File: src/rtl/receptor_serial_comando.sv
// 8N1 serial receiver (LSB first) for the feeder controller command path.
// Holds the last good byte in dado with a level pronto flag and sticky error flags.
module receptor_serial_comando #(
    parameter int DIVISOR      = 5208,
    parameter int LARGURA_CONT = $clog2(DIVISOR)
) (
    input  logic       clock,
    input  logic       reset,
    input  logic       dadoSerial,
    input  logic       ler,
    output logic [7:0] dado,
    output logic       pronto,
    output logic       erroFrame,
    output logic       overrun,
    output logic [2:0] db_estado
);

    typedef enum logic [2:0] {
        INICIAL      = 3'd0,
        ESPERA       = 3'd1,
        START        = 3'd2,
        DADOS        = 3'd3,
        STOP         = 3'd4,
        ARMAZENA     = 3'd5,
        AGUARDA_ALTO = 3'd6
    } estado_t;

    localparam logic [LARGURA_CONT-1:0] MEIO_BIT = LARGURA_CONT'(DIVISOR / 2 - 1);
    localparam logic [LARGURA_CONT-1:0] FIM_BIT  = LARGURA_CONT'(DIVISOR - 1);

    estado_t                 estado_reg;
    logic [LARGURA_CONT-1:0] cont_reg;
    logic [2:0]              indice_reg;
    logic [7:0]              desloc_reg;
    logic [7:0]              dado_reg;
    logic                    pronto_reg;
    logic                    erro_frame_reg;
    logic                    overrun_reg;
    logic                    sinc_meta_reg;
    logic                    rx_s_reg;

    // Two-flop synchronizer; resets to the idle-high line level.
    always_ff @(posedge clock or negedge reset) begin
        if (!reset) begin
            sinc_meta_reg <= 1'b1;
            rx_s_reg      <= 1'b1;
        end else begin
            sinc_meta_reg <= dadoSerial;
            rx_s_reg      <= sinc_meta_reg;
        end
    end

    always_ff @(posedge clock or negedge reset) begin
        if (!reset) begin
            estado_reg     <= INICIAL;
            cont_reg       <= '0;
            indice_reg     <= '0;
            desloc_reg     <= '0;
            dado_reg       <= '0;
            pronto_reg     <= 1'b0;
            erro_frame_reg <= 1'b0;
            overrun_reg    <= 1'b0;
        end else begin
            // Acknowledge first so that a same-cycle store or error below takes precedence.
            if (ler) begin
                pronto_reg     <= 1'b0;
                erro_frame_reg <= 1'b0;
                overrun_reg    <= 1'b0;
            end
            case (estado_reg)
                INICIAL: estado_reg <= ESPERA;
                ESPERA: begin
                    if (!rx_s_reg) begin
                        estado_reg <= START;
                        cont_reg   <= '0;
                    end
                end
                START: begin
                    if (cont_reg == MEIO_BIT) begin
                        cont_reg   <= '0;
                        indice_reg <= '0;
                        estado_reg <= rx_s_reg ? ESPERA : DADOS;
                    end else begin
                        cont_reg <= cont_reg + 1'b1;
                    end
                end
                DADOS: begin
                    if (cont_reg == FIM_BIT) begin
                        cont_reg   <= '0;
                        desloc_reg <= {rx_s_reg, desloc_reg[7:1]};
                        indice_reg <= indice_reg + 1'b1;
                        if (indice_reg == 3'd7)
                            estado_reg <= STOP;
                    end else begin
                        cont_reg <= cont_reg + 1'b1;
                    end
                end
                STOP: begin
                    if (cont_reg == FIM_BIT) begin
                        cont_reg <= '0;
                        if (rx_s_reg) begin
                            estado_reg <= ARMAZENA;
                        end else begin
                            erro_frame_reg <= 1'b1;
                            estado_reg     <= AGUARDA_ALTO;
                        end
                    end else begin
                        cont_reg <= cont_reg + 1'b1;
                    end
                end
                ARMAZENA: begin
                    dado_reg   <= desloc_reg;
                    pronto_reg <= 1'b1;
                    if (pronto_reg && !ler)
                        overrun_reg <= 1'b1;
                    estado_reg <= ESPERA;
                end
                AGUARDA_ALTO: begin
                    if (rx_s_reg)
                        estado_reg <= ESPERA;
                end
                default: estado_reg <= INICIAL;
            endcase
        end
    end

    assign dado      = dado_reg;
    assign pronto    = pronto_reg;
    assign erroFrame = erro_frame_reg;
    assign overrun   = overrun_reg;
    assign db_estado = estado_reg;

endmodule

File: config.mk
export PLATFORM = sky130hd
export DESIGN_NAME = receptor_serial_comando
export DESIGN_NICKNAME = d
export VERILOG_FILES = /design/src/rtl/receptor_serial_comando.sv
export SDC_FILE = /design/constraint.sdc
export NUM_CORES = 1
export LEC_CHECK = 0
export CELL_PAD_IN_SITES_DETAIL_PLACEMENT = 0
export CELL_PAD_IN_SITES_GLOBAL_PLACEMENT = 2
export CORE_ASPECT_RATIO = 1.5
export CORE_MARGIN = 4
export CORE_UTILIZATION = 37
export CTS_CLUSTER_SIZE = 16
export DETAILED_ROUTE_END_ITERATION = 10
export PLACE_DENSITY = 0.89
export SLEW_MARGIN = 20
export SYNTH_ARGS = -nofsm -noshare
export SYNTH_HDL_FRONTEND = slang
export SYNTH_SLANG_ARGS = --single-unit
File: constraint.sdc
create_clock -name clock -period 2.2 [get_ports clock]
set_input_delay 0.44 -clock clock [delete_from_list [all_inputs] [get_ports clock]]
set_output_delay 0.44 -clock clock [all_outputs]
set_load 0.05 [all_outputs]
**Word level (Yosys, flattened, before mapping)**

Cells that the tools add are included.

- Register bits: 40
- Bits of input ports: 4
- Output and inout bits: 14
- Logic and storage cells: 64

- Add/subtract/negate cells: 2
- Eq/ne operators: 15
- Mux-type cells: 25
- Reduce and logical (&&, ||, !) cells: 12

Operators by type and width:

| operator | count |
|---|---|
| $mux 13 | 3 |
| $pmux 13 s3 | 1 |
| $mux 3 | 8 |
| $pmux 3 s6 | 1 |
| $add 13x1->13 const B | 1 |
| $eq 13x12->1 const B | 1 |
| $eq 13x13->1 const B | 1 |
| $eq 3x3->1 const B | 4 |
| $ne 2x2->1 const B | 6 |
| $mux 1 | 9 |
| $eq 3x2->1 const B | 2 |
| $pmux 3 s2 | 1 |
| $reduce_and 6->1 | 1 |
| $mux 2 | 2 |
| $reduce_and 2->1 | 2 |
| $reduce_bool 2->1 | 2 |
| $reduce_or 2->1 | 2 |
| $add 3x1->3 const B | 1 |
| $eq 3x1->1 const B | 1 |
| $logic_not 3->1 | 1 |
| $reduce_and 3->1 | 1 |
| $reduce_bool 3->1 | 1 |
| $logic_and 1x1->1 | 1 |
| $logic_not 1->1 | 1 |

**Logic depth before layout (Yosys ltp)**

- Depth after elaboration: 4
- Depth in mapped cells: 7
- Gate-level depth less buffers: 6

**Worst setup path before layout**

OpenSTA, ideal clock, no wires.

- Path kind: register -> register
- Start: register estado_reg[1], in the netlist db_estado[1]
- End: register desloc_reg[1]
- Setup time: 125 ps
- Arrival time: 1,733 ps
- Setup slack: 342 ps
- Cell stages (with the launch flop): 6
- Buffers on the path: 2
- Clock period less this slack: 1,858 ps
- Cells stage by stage: dfrtp_1 buf_2 nor2b_1 and3_4 buf_6 mux2_4

- Longest elaborated chain between the ends: 2

RTL lines:

| element | line | RTL |
|---|---|---|
| from (decl) | 31 | `estado_t estado_reg;` |
| from (signal assigned) | 82 | `estado_reg <= rx_s_reg ? ESPERA : DADOS;` |
| $eq 3x2->1 | 70 | `case (estado_reg)` |
| $reduce_and 2->1 (no source line) | - |  |
| to (signal assigned) | 90 | `desloc_reg <= {rx_s_reg, desloc_reg[7:1]};` |
| to (decl) | 34 | `logic [7:0] desloc_reg;` |

Every way passes these cells.
A chain may end at the register's enable or synchronous reset.

**Worst setup path after layout**

- Start: register cont_reg[0]
- End: register indice_reg[0]

- Longest elaborated chain between the ends: 3

RTL lines:

| element | line | RTL |
|---|---|---|
| from (decl) | 32 | `logic [LARGURA_CONT-1:0] cont_reg;` |
| from (signal assigned) | 84 | `cont_reg <= cont_reg + 1'b1;` |
| from (signal assigned) | 95 | `cont_reg <= cont_reg + 1'b1;` |
| from (signal assigned) | 108 | `cont_reg <= cont_reg + 1'b1;` |
| $eq 13x13->1 / $eq 13x12->1 (equally long branches) | 88, 79 |  |
| $ne 2x2->1 (no source line) | - |  |
| $reduce_and 3->1 (no source line) * | - |  |
| to (signal assigned) | 91 | `indice_reg <= indice_reg + 1'b1;` |
| to (decl) | 33 | `logic [2:0] indice_reg;` |

Mark *: on every way between the ends. The rest lies on a longest branch, timed or not.

==> results_dict.tcl <==
set metrics [dict create \
    largest_register_ffs 13 \
    synthesis.area_sq_mm 0.00201 \
    layout_min_cycle_time_ps 1940 \
    cts_max_level 2 \
    crit_fanout 12 \
    cts-root-buf "clkbuf_8" \
    place.gp.congestion 0.820 \
    seq_area_frac_synth 0.498 \
    vias 1490 \
    clock-sinks 40 \
    min-delay-path-class "input port to asynchronous set/reset pin" \
    fillers 529 \
    fin_setup_tns_ps 0 \
    grt_pass1_vias 1498 \
    hold_buffers 0 \
    path_buf_inv 0 \
    synth.most_common_cell "dfrtp_1" \
    critPathMaxStageDelay_ps 420 \
    clk_pin_slew_ps 90 \
    ys_types 43 \
    async_reset_ff_frac 1.00 \
    finalSetupViolations 0 \
    synthTopCellsByArea "dfrtp_1, nand2_1, mux2_4, xor2_1, nor2_1" \
    maxSlewHeadroom 0.662 \
    start_util 0.387 \
    dr.pass1.iters 4 \
    drtIter0Drc 67 \
    grt_max_degree 41 \
    post_cts_buffers 0 \
    cts_buffer_depth 2 \
    crit_arrival_ps 2130 \
    fin_nets 222 \
    path_cells "ha_1 -> and3_1 -> and4_4 -> and3_4 -> a31oi_1 -> mux2_2" \
    grt_usage 0.137 \
    setup.worst_path.end_class "flop" \
    synth_edf_count 0 \
    wl_per_cell_um 14.2 \
    final_hold_viol_count 0 \
    rsz0062_at_grt "no" \
    io_buffer_count 17 \
    power_density_mw_per_mm2 727 \
    holdWs_ps 191 \
    vias_per_cell 5.25 \
    coreArea_sq_mm 0.00520 \
    antenna_found_initial 0 \
    p_clk_frac 0.357 \
    ios 18 \
    yosysTopAreaCell "dfrtp_1" \
    area_growth_pct 17.4 \
    finClkSkew_ps 8.98 \
    rows 32 \
    drv_slew 0 \
    seqPwrFrac 0.493 \
    syn-instance-count 192 \
    synth_seq_cells 40 \
    cp_slowest_cell "dfrtp_1" \
    synth-main-ff-cell "dfrtp_1" \
    n_antenna_cell 0 \
    antenna_left 0 \
    p_leak_nw 1.08 \
    drc 0 \
    p_int_w 0.00124 \
    synth_area_per_cell_sq_um 10.5 \
    die_x_um 68.2 \
    comb_power_share 0.150 \
    critPathLaunchType "flop" \
    status "finished, final reports clean" \
    yosysWarnings 0 \
    synthTopCellsByCount "dfrtp_1, nand2_1, nor2_1, o21ai_0, xor2_1" \
    die_h_um 98.3 \
    cts_buffers 5 \
    final_util 0.454 \
    netlist.area_leader.share 0.472 \
    worst_pin_slew_ps 507 \
    peakVddDrop_mv 0.334 \
    clk_latency_ps 300 \
    drive_above_1_share 0.185 \
    cap_violations 0 \
    power.switching_w 0.000482 \
    fmax_mhz 515 \
    tritoncts "done" \
    synthesis.nets 199 \
    crit_required_ps 2380 \
    grt_pass1_wl_um 7160 \
    wl_um 4030 \
    swShare 0.281 \
    ctsResizeCount 0 \
    path_delay_family "simple AND/OR/NAND/NOR gates" \
    crit_type "flop to flop" \
    hpwl_um 2980 \
    globalRoute.totalOverflow 0 \
    die_area_sq_mm 0.00671 \
    finalCritPeriodShare 0.883 \
]
## layer usage
layer | vias to the layer above | part of all wire | track usage
li1 | 722 | - | -
met1 | 732 | 0.41 | 0.162
met2 | 28 | 0.55 | 0.240
met3 | 8 | 0.031 | 0.0276
met4 | 0 | 0.017 | 0.0429
met5 | - | 0 | 0
## power groups by stage
stage / sequential [W] / clock, W / combinational, W
3_5_place_dp: 0.000860 / 0 / 0.000262
6_report: 0.000847 / 0.000613 / 0.000257
2_1_floorplan: 0.000845 / 0 / 0.000199
3_3_place_gp: 0.000861 / 0 / 0.000263
4_1_cts: 0.000846 / 0.000630 / 0.000260
5_1_grt: 0.000855 / 0.000656 / 0.000286
## placed cells by master (no fill, tap or decap), drive strengths merged, types with 2 or more instances in the layout
master         instances
nor2                  20
inv                    6
nand3                  3
nor3b                  2
clkbuf                 5
o21ai                  9
buf                   11
nor4                   3
ha                     3
o2111ai                4
clkdlybuf4s50         13
nor3                   5
a32o                   2
dfrtp                 38
nand2b                 2
a22o                   4
nand4                  2
a21oi                  6
and3                   3
a31oi                  3
nor4bb                 2
mux2                   9
o32ai                  2
xor2                   9
dfstp                  2
nand2                 37
## cell type report
| class | instances | area [sq um] | area share |
|---|---|---|---|
| Clock buffer | 5 | 68.8 | 0.0291 |
| Clock inverter | 3 | 46.3 | 0.0196 |
| Inverter | 6 | 22.5 | 0.00953 |
| Multi-Input combinational cell | 138 | 927 | 0.392 |
| Sequential cell | 40 | 1000 | 0.425 |
| Tap cell | 68 | 85.1 | 0.0360 |
| Timing Repair Buffer | 24 | 210 | 0.0889 |
## worst register-to-register path, cell delays in order (launching register included)
cell and delay (ps):
dfrtp_1 420, ha_1 210, and3_1 190, and4_4 320
and3_4 330, a31oi_1 100, mux2_2 280
## final timing paths
check | start | end | slack (ps) | cells past startpoint
hold reg to reg | sinc_meta_reg | rx_s_reg | 360 | 0
setup / recovery | cont_reg[0] | indice_reg[0] | 260 | 6
setup reg to reg | cont_reg[0] | indice_reg[0] | 260 | 6
max in group asynchronous | reset | rx_s_reg | 1640 | 2
min in group clock | sinc_meta_reg | rx_s_reg | 360 | 0
hold / removal | reset | dado[4] | 190 | 2
## through the flow
stage	instances	setup slack, ps	cell area [sq um]	total power [W]
2_1_floorplan	192	342	2010	0.00104
3_3_place_gp	276	290	2250	0.00112
3_5_place_dp	276	246	2250	0.00112
4_1_cts	284	247	2360	0.00174
5_1_grt	284	127	2360	0.00180
6_report	284	258	2360	0.00172
## cells by family (layout without fill, tap and decap cells)
| kind of cell | Yosys count | in the layout | synth area share |
|---|---|---|---|
| AOI/OAI and AO/OA | 33 | 33 | 0.123 |
| DFF | 40 | 40 | 0.498 |
| adders and majority gates | 3 | 3 | 0.0186 |
| and+or+nand+nor | 83 | 83 | 0.211 |
| buffers and inverters | 14 | 38 | 0.0410 |
| muxes | 10 | 10 | 0.0684 |
| xor gates and xnor gates | 9 | 9 | 0.0392 |
No activity file was read; power rests on OpenSTA's default activity.
